File: src/rtl/one_hot_pkg.sv
// Shared definitions for the one-hot bank/way pointer: rotate directions and
// vector helpers. Helpers take a zero-extended vector of OH_MAX_W bits.
package one_hot_pkg;

    localparam logic DIR_UP   = 1'b0;
    localparam logic DIR_DOWN = 1'b1;

    localparam int OH_MAX_W = 256;

    // OR of the indices of all set bits; exact for a one-hot input.
    function automatic int unsigned onehot_encode(input logic [OH_MAX_W-1:0] vec);
        int unsigned idx;
        idx = 32'd0;
        for (int i = 0; i < OH_MAX_W; i++) begin
            if (vec[i]) begin
                idx = idx | i;
            end else begin
                idx = idx;
            end
        end
        return idx;
    endfunction

    function automatic int unsigned onehot_count(input logic [OH_MAX_W-1:0] vec);
        int unsigned cnt;
        cnt = 32'd0;
        for (int i = 0; i < OH_MAX_W; i++) begin
            cnt = cnt + {31'd0, vec[i]};
        end
        return cnt;
    endfunction

endpackage

File: src/rtl/one_hot_encoder.sv
// Combinational one-hot to binary encoder used for the pointer index readback.
module one_hot_encoder
    import one_hot_pkg::*;
#(
    parameter int NUM_OUTS  = 8,
    parameter int SEL_WIDTH = 3
) (
    input  logic [NUM_OUTS-1:0]  onehot_i,
    output logic [SEL_WIDTH-1:0] index_o
);

    assign index_o = SEL_WIDTH'(onehot_encode(OH_MAX_W'(onehot_i)));

endmodule

File: src/rtl/one_hot_sequencer.sv
// Registered one-hot bank/way pointer with binary load and wrap-around rotate.
// Optional state integrity checker enabled by defining ONE_HOT_SEQ_CHECK_EN.
module one_hot_sequencer
    import one_hot_pkg::*;
#(
    parameter int SEL_WIDTH   = 3,
    parameter int NUM_OUTS    = 8,
    parameter int RESET_INDEX = 0
) (
    input  logic                 clk,
    input  logic                 reset,
    input  logic                 enable,
    input  logic                 load,
    input  logic [SEL_WIDTH-1:0] cod,
    input  logic                 shift,
    input  logic                 dir,
    output logic [NUM_OUTS-1:0]  onehot_o,
    output logic [SEL_WIDTH-1:0] index_o,
    output logic                 wrap_o,
    output logic                 err_o
`ifdef ONE_HOT_SEQ_CHECK_EN
    ,
    output logic                 onehot_err_o
`endif
);

    generate
        if (NUM_OUTS < 2 || NUM_OUTS > (2 ** SEL_WIDTH)) begin : g_bad_num_outs
            $error("one_hot_sequencer: NUM_OUTS out of range 2..2**SEL_WIDTH");
        end
        if (RESET_INDEX < 0 || RESET_INDEX >= NUM_OUTS) begin : g_bad_reset_index
            $error("one_hot_sequencer: RESET_INDEX out of range 0..NUM_OUTS-1");
        end
    endgenerate

    localparam logic [NUM_OUTS-1:0]  ONE_VEC    = {{(NUM_OUTS-1){1'b0}}, 1'b1};
    localparam logic [NUM_OUTS-1:0]  RESET_VEC  = ONE_VEC << RESET_INDEX;
    localparam logic [SEL_WIDTH:0]   NUM_OUTS_W = (SEL_WIDTH+1)'(NUM_OUTS);

    logic [NUM_OUTS-1:0] state_q, state_d;
    logic                wrap_q, wrap_d;
    logic                err_q, err_d;
`ifdef ONE_HOT_SEQ_CHECK_EN
    logic                oh_err_q, oh_err_d;
`endif

    // Next-state selection: load beats shift, out-of-range codes hold state.
    always_comb begin
        state_d = state_q;
        wrap_d  = 1'b0;
        err_d   = 1'b0;
        if (load) begin
            if ({1'b0, cod} < NUM_OUTS_W) begin
                state_d = ONE_VEC << cod;
            end else begin
                err_d = 1'b1;
            end
        end else if (shift) begin
            if (dir == DIR_UP) begin
                state_d = {state_q[NUM_OUTS-2:0], state_q[NUM_OUTS-1]};
                wrap_d  = state_q[NUM_OUTS-1];
            end else begin
                state_d = {state_q[0], state_q[NUM_OUTS-1:1]};
                wrap_d  = state_q[0];
            end
        end else begin
            state_d = state_q;
        end
`ifdef ONE_HOT_SEQ_CHECK_EN
        oh_err_d = 1'b0;
        if (onehot_count(OH_MAX_W'(state_q)) != 32'd1) begin
            oh_err_d = 1'b1;
            state_d  = RESET_VEC;
            wrap_d   = 1'b0;
            err_d    = 1'b0;
        end else begin
            oh_err_d = 1'b0;
        end
`endif
    end

    // State and status pulse registers.
    always_ff @(posedge clk or posedge reset) begin
        if (reset) begin
            state_q  <= RESET_VEC;
            wrap_q   <= 1'b0;
            err_q    <= 1'b0;
`ifdef ONE_HOT_SEQ_CHECK_EN
            oh_err_q <= 1'b0;
`endif
        end else begin
            state_q  <= state_d;
            wrap_q   <= wrap_d;
            err_q    <= err_d;
`ifdef ONE_HOT_SEQ_CHECK_EN
            oh_err_q <= oh_err_d;
`endif
        end
    end

    one_hot_encoder #(
        .NUM_OUTS  (NUM_OUTS),
        .SEL_WIDTH (SEL_WIDTH)
    ) u_encoder (
        .onehot_i (state_q),
        .index_o  (index_o)
    );

    // enable only gates the select lines; readback and state ignore it.
    assign onehot_o = state_q & {NUM_OUTS{enable}};
    assign wrap_o   = wrap_q;
    assign err_o    = err_q;
`ifdef ONE_HOT_SEQ_CHECK_EN
    assign onehot_err_o = oh_err_q;
`endif

endmodule

File: config.mk
export PLATFORM = sky130hd
export DESIGN_NAME = one_hot_sequencer
export DESIGN_NICKNAME = d
export VERILOG_FILES = /design/src/rtl/one_hot_pkg.sv /design/src/rtl/one_hot_encoder.sv /design/src/rtl/one_hot_sequencer.sv
export SDC_FILE = /design/constraint.sdc
export NUM_CORES = 1
export LEC_CHECK = 0
export CORE_UTILIZATION = 43
export DETAILED_ROUTE_END_ITERATION = 8
export PLACE_DENSITY = 0.77
export SYNTH_ARGS = -nofsm -noshare
export SYNTH_HDL_FRONTEND = slang
export SYNTH_SLANG_ARGS = --single-unit
File: constraint.sdc
create_clock -name clk -period 1.2 [get_ports clk]
set_input_delay 0.18 -clock clk [delete_from_list [all_inputs] [get_ports clk]]
set_output_delay 0.18 -clock clk [all_outputs]
set_load 0.05 [all_outputs]
* Yosys cells after proc, flatten, opt, wreduce, memory -nomap -nowiden *
Cells that the tools add are included.

storage, ports and cells
  latch bits = 0
  register bits after elaboration = 9
  memories kept = 0
  output and inout bits = 13
  RAM bits = 0
  input bits = 9
  logic and storage cells = 18
  bits in read-only memories = 0

operators by class
  shift-type cells = 1
  muxes and demuxes = 13
  equal/unequal tests = 0
  $add $sub $neg = 0
  reduce and logical (&&, ||, !) cells = 1
  $lt $le $gt $ge = 0
  bitwise operators = 1
  div/mod/pow operators = 0
  $mul = 0

operators with widths
  kind                                                               number
  8-bit 2-to-1 mux                                                   3
  3-bit 2-to-1 mux                                                   4
  8-bit bitwise AND                                                  1
  1-bit by 3-bit << shifter with 8-bit output, first input constant  1
  1-bit 2-to-1 mux                                                   4
  2-bit 2-to-1 mux                                                   2
  2-bit nonzero test                                                 1

* Logic depth before layout (Yosys ltp) *
Gate-level depths: netlist (run 1).

  depth in word-level cells = 7
  mapped depth = 3
  gate-level depth less buffers = 2

* Hierarchy *
Synthesis (run 1) repeated with hierarchy kept, for this count alone.

unflattened totals
  cell total of the unflattened synthesis = 58
  area, all modules = 633.1 µm²

modules (own cells, without submodules)
  module             area an instance (µm²)  seq. area each (µm²)  cells each  instances
  one_hot_sequencer  610.6                   226.5                 55          1
  one_hot_encoder    22.5                    0.0                   3           1

* Least setup slack after synthesis (run 1) *
Ideal clock, no wire load.

  kind = register to output
  from = register state_q[7]
  to = output port index_o[2]
  setup slack = -167 ps
  cell stages (with the launch flop) = 2
  data arrival time = 1187 ps
  data required time = 1020 ps
  buffers on the path = 0
  cell sequence = dfrtp_1 or4_1

between the ends
  longest elaborated chain between the ends = 1

ends and longest elaborated chain
  element                 line                     source
  from (decl)             one_hot_sequencer.sv:40  logic [NUM_OUTS-1:0] state_q, state_d;
  from (signal assigned)  one_hot_sequencer.sv:92  state_q <= state_d;
  3-bit 2-to-1 mux        one_hot_pkg.sv:15        if (vec[i]) begin
  to (decl)               one_hot_sequencer.sv:18  output logic [SEL_WIDTH-1:0] index_o,

No other way between the ends.

* Worst setup path after layout (run 1) *
  from = register state_q[5]
  to = output port index_o[2]

between the ends
  longest elaborated chain between the ends = 3

ends and longest elaborated chain
  element                        line
  3-bit 2-to-1 mux (3 in a row)  one_hot_pkg.sv:15

No other way between the ends.

==> reports/qor.csv, run 1 <==
metric;value;unit
drive_above_1_share;0.538;
synth_cells;56;
crit_arrival;1.37;ns
numCtsBuffers;3;
finalClockSkew;0.000365;ns
dp_hpwl;1080;um
cp-end-kind;output pin;
synth_top_area_share;0.322;
post-route-min-period;1.55;ns
clk_pin_slew;0.06;ns
synth-seq-cells;9;
instances_no_fill;108;
crit_fanout;4;
drt-initial-drc-count;19;
tns;-1.51;ns
ir_drop;592;uV
synth_nets;65;
yosys.area_share.adder;0;
num_io_pins;22;
setup_viol;16;
startpoint_type;flip-flop;
die_h;40.0;um
rows;13;
track_usage;0.195;
num_antenna_cells;0;
reg2reg_to;state_q[1]$_DFFE_PP0P_;
routed_wl;1650;um
ff2ff_path_depth;3;
min_period_over_period;1.29;
via_per_inst;5.66;
syn_area;622;um2
final_common_cell;buf_4;
yosys_warnings;0;
core;0.00132;mm2
status;finished, violations left;
initial_core_util;0.472;
min_path_type;input pin to asynchronous set/reset pin;
cellLeakagePower;0.000528;uW
maxCapViolCount;0;
grt_max_degree;13;
root_buffer;clkbuf_4;
synth.distinct_cells;25;
rrSetupSlack;-0.04;ns
hold_violations;0;
htree_levels;1;
dr.pass1.iters;4;
violations;setup timing;
synth-simple-area-share;0.302;
avgSynthCellArea;11.1;um2
r2r_start;state_q[2]$_DFFE_PP0P_;
numClockSinks;9;
synthToLayoutAreaGrowth;80.1;%
dp_cells;99;
cts_buffer_depth;2;
synth_top_family_by_area;simple AND/OR/NAND/NOR gates;
portBuffers;20;
rsz0062_at_grt;yes;
wl_per_cell;15.3;um
place.gp.congestion;0.742;
cts_tree;yes;
grt_pass1_vias;493;
antenna_found_initial;0;
final_cell_mix;buf_4 (11), buf_12 (9), and2_4 (7), buf_6 (7), dfrtp_1 (7);
max_freq;646;MHz
synthMuxAreaShare;0.163;
die_area;0.00160;mm2
clk_latency;0.26;ns
seq_area_frac_synth;0.364;
setup.worst_path.class;flip-flop to output pin;
post-place-ws;-0.425;ns
synth_xor_area_frac;0;
ant_nets;0;
yosysTopAreaCell;dfrtp_1;
final.setup.worst_slack;-0.347;ns
synth.area.top_cells;dfrtp_1 (32%), a221o_1 (9.7%), and2_1 (8.0%);
grt-ovfl-total;0;
whs;0.177;ns
dieWidth;40.0;um
worstPathRequired;1.02;ns
grt_pass1_wl;2130;um
slew_viol_final;0;
synth_compound_area_frac;0.121;
p_per_area;934;mW/mm2
drc;0;
route.vias.total;611;
final_nets;103;
## registers in the layout, indices dropped and copies added (netlist names)
| name | flops |
|---|---|
| wrap_o | 1 |
| state_q | 8 |
## critical path: stages (launching register included)
cell and delay, ns:
dfrtp_1 0.41, or4_4 0.53, buf_6 0.17
## Yosys cell counts
| master | count |
|---|---|
| nand4b_1 | 1 |
| dfstp_2 | 1 |
| nor4bb_1 | 2 |
| or3b_2 | 2 |
| or4bb_1 | 1 |
| nand2b_1 | 1 |
| conb_1 | 1 |
| buf_4 | 1 |
| buf_2 | 1 |
| and4_1 | 1 |
| nor2b_1 | 1 |
| and2_1 | 8 |
| nor4b_1 | 1 |
| nor2_1 | 2 |
| and4b_1 | 2 |
| mux2_1 | 2 |
| mux2i_1 | 3 |
| buf_6 | 1 |
| inv_1 | 1 |
| or4_1 | 3 |
| mux2_2 | 3 |
| dfrtp_1 | 8 |
| o211ai_1 | 2 |
| mux2_4 | 1 |
| a221o_1 | 6 |
## where the power goes
part	internal (uW)	switching, uW	leakage, uW	total (uW)
clock network	128	105	0.0000150	233
logic	239	232	0.000395	470
registers	325	18.1	0.000117	343
total	692	355	0.000528	1050
## logic make-up (layout without fill, tap and decap cells)
| group | count (synthesis) | after routing |
|---|---|---|
| buf+inv | 4 | 41 |
| flops | 9 | 9 |
| other cells | 1 | 1 |
| compound gates | 8 | 8 |
| mux | 9 | 9 |
| simple gates | 25 | 25 |
## routing by layer
metal / GRT usage / routed length, um / vias to the layer above
li1: - / - / 297
met1: 0.244 / 721 / 290
met2: 0.355 / 846 / 22
met3: 0 / 60 / 2
met4: 0.0776 / 19 / 0
met5: 0 / 0 / -
## per-stage QoR
stage               power, uW  instance area, um2   util
CTS                       997                1070  0.813
finish                   1050                1120  0.850
floorplan                 582                 633      -
global route             1100                1120  0.850
global placement          742                 993  0.754
detailed placement        749                 993  0.754
## worst max-delay path by stage
stage	endpoint	from	cells past startpoint	slack, ns
after floorplan	index_o[0]	state_q[1]$_DFFE_PP0P_	1	-0.008
after global placement	state_q[2]$_DFFE_PP0P_	dir	3	-0.38
after detailed placement	state_q[2]$_DFFE_PP0P_	dir	3	-0.43
after CTS	index_o[2]	state_q[5]$_DFFE_PP0P_	2	-0.32
after global routing	index_o[2]	state_q[7]$_DFFE_PP0P_	2	-0.40
final	index_o[2]	state_q[5]$_DFFE_PP0P_	2	-0.35
## repair_timing
| action | CTS | global route |
|---|---|---|
| pin swaps | 1 | 1 |
| endpoints found under the setup margin | 18 | 16 |
| setup buffers | 2 | 5 |
| gates resized for setup | 16 | 9 |
| hold buffers | 0 | 0 |
## final cells by class
class                   instances  area, um2
flip-flops and latches          9        228
multi-input cells              43        410
fillers                        61        198
well taps                      15       18.8
inverters                       1       3.75
repair buffers                 36        433
clock buffers                   4       26.3
Power figures use the tool's default switching activity.
==> run 2, diff against run 1 <==
Settings changed: REMOVE_ABC_BUFFERS from default to 1, SETUP_SLACK_MARGIN from default to 0.05.
==> run 2 against run 1 <==
The flow still finishes with violations (setup timing). Utilization rose by 4.0 points. Maximum frequency is 2.9% lower. Final cell count up 2.8%. Register-to-register slack got worse by 0.10 ns. Global-route usage grew 5.6 points. Critical path depth did not move. Flip-flop and latch count unchanged. First-iteration DRC count rose by 37%. Routed wire length up 32%. Via count is 8.5% higher. Sequential share of layout area shrank 0.80 points. Clock skew is 0.0082 ns higher. Critical path type unchanged. Critical endpoint is now index_o[0]. Largest cell class unchanged. Largest power group unchanged.
==> reports/qor.csv, run 2 (same netlist as run 1, synthesis figures left out) <==
metric;value;unit;change
status;finished, violations left;;
violations;setup timing;;
p_comb_frac;0.463;;+0.013
htree_levels;1;;unchanged
rows;13;;unchanged
dp_cells;101;;+2.0%
die_h;40.0;um;unchanged
total_power;1080;uW;+3.3%
rsz0062_at_grt;yes;;
final_common_cell;buf_6;;
place.gp.congestion;0.817;;+10%
p_switching;374;uW;+5.6%
startpoint_type;flip-flop;;
min_path_type;input pin to asynchronous set/reset pin;;
post-route-min-period;1.59;ns;+0.0466 ns
final.setup.worst_slack;-0.394;ns;-0.0466 ns
routed.top_layer;met4;;
via_per_inst;5.97;;+5.6%
synthToLayoutAreaGrowth;88.5;%;
setup.worst_path.class;flip-flop to output pin;;
clk_pin_slew;0.06;ns;about the same
slew_viol_final;0;;unchanged
final_nets;106;;+2.9%
cp-end-kind;output pin;;
numClockSinks;9;;unchanged
p_per_area;922;mW/mm2;-1.3%
dr.pass1.iters;4;;unchanged
cts_tree;yes;;
worstPathRequired;1.02;ns;about the same
max_freq;628;MHz;-2.9%
antenna_found_initial;0;;unchanged
ff2ff_path_depth;4;;+1
grt_pass1_vias;580;;+18%
dieWidth;40.0;um;unchanged
root_buffer;clkbuf_4;;
dr_wl_met2;1200;um;+41%
routed-wl-met3;119;um;+98%
numCtsBuffers;3;;unchanged
p_int;706;uW;+2.1%
clk_latency;0.26;ns;about the same
route.vias.total;663;;+8.5%
grt_max_degree;14;;+1
hold_violations;0;;unchanged
num_antenna_cells;0;;unchanged
cts_buffer_depth;2;;unchanged
cellLeakagePower;0.000575;uW;+9.0%
routed_wl;2170;um;+32%
min_period_over_period;1.33;;+0.0388
wl_per_cell;19.5;um;+28%
initial_core_util;0.472;;unchanged
seqPwrFrac;0.322;;-0.006
crit_arrival;1.41;ns;+0.04 ns
switching_share;0.346;;+0.00750
die_area;0.00160;mm2;unchanged
ant_nets;0;;unchanged
core;0.00132;mm2;unchanged
instances_no_fill;111;;+2.8%
grt_pass1_wl;2640;um;+24%
largest_reg_flops;8;;unchanged
finalClockSkew;0.00856;ns;+0.00820 ns
cts_hold_buf;0;;unchanged
track_usage;0.251;;+0.0561
crit_fanout;2;;-2
drc;0;;unchanged
portBuffers;20;;unchanged
num_io_pins;22;;unchanged
post-route-util;0.890;;+0.0399
largest-register;state_q;;
final_cell_mix;buf_6 (11), buf_12 (9), buf_4 (9);;
grt-ovfl-total;0;;unchanged
drive_above_1_share;0.563;;+0.0249
ir_drop;553;uV;-6.5%
maxCapViolCount;0;;unchanged
setup_viol;16;;unchanged
dp_hpwl;1200;um;+12%
drt-initial-drc-count;26;;+7
wl_met1;817;um;+13%
p_clk_frac;0.215;;-0.008
run 2: final timing paths:
| check | start | end | slack (ns) |
|---|---|---|---|
| setup / recovery | state_q[1]$_DFFE_PP0P_ | index_o[0] | -0.39 |
| hold / removal | reset | state_q[3]$_DFFE_PP0P_ | 0.18 |
| setup reg to reg | state_q[7]$_DFFE_PP0P_ | state_q[0]$_DFFE_PP1P_ | -0.14 |
| hold reg to reg | state_q[2]$_DFFE_PP0P_ | state_q[2]$_DFFE_PP0P_ | 0.64 |
| max in group asynchronous | reset | state_q[0]$_DFFE_PP1P_ | 0.73 |
| min in group clk | cod[0] | state_q[4]$_DFFE_PP0P_ | 0.38 |
run 2: per-stage QoR:
| stage | instance area, um2 | setup TNS, ns | hold WS, ns | setup WS [ns] |
|---|---|---|---|---|
| 2_1_floorplan | 598 | -0.438 | 0.00720 | -0.167 |
| 3_3_place_gp | 997 | -3.66 | 0.444 | -0.393 |
| 3_5_place_dp | 997 | -4.09 | 0.453 | -0.439 |
| 4_1_cts | 1080 | -1.68 | 0.184 | -0.339 |
| 5_1_grt | 1170 | -2.72 | 0.232 | -0.428 |
| 6_report | 1170 | -2.35 | 0.181 | -0.394 |
run 2: metal layers:
layer / vias up / GRT usage
li1: 299 / -
met1: 323 / 0.286
met2: 37 / 0.464
met3: 4 / 0.0333
met4: 0 / 0.103
met5: - / 0
run 2: layout make-up:
type	count	area (um2)
Sequential cell	9	229
Clock buffer	4	26.3
Multi-Input combinational cell	43	409
Tap cell	15	18.8
Inverter	1	3.75
Timing Repair Buffer	39	485
Fill cell	56	145
run 2: power groups by stage:
stage	Combinational, uW	Clock, uW	Sequential (uW)
after floorplan	201	0	349
after global placement	385	0	346
after detailed placement	392	0	346
after CTS	442	223	338
after global routing	525	242	350
final	500	233	348
run 2: timing repair:
action / CTS / global route
gates resized for setup: 16 / 21
endpoints found under the setup margin: 20 / 19
setup buffers: 3 / 5
pin swaps: 2 / 6
run 2: critical path: stages (launching register included):
cell and delay (ns):
dfrtp_1 0.42, or4_1 0.56, buf_6 0.17
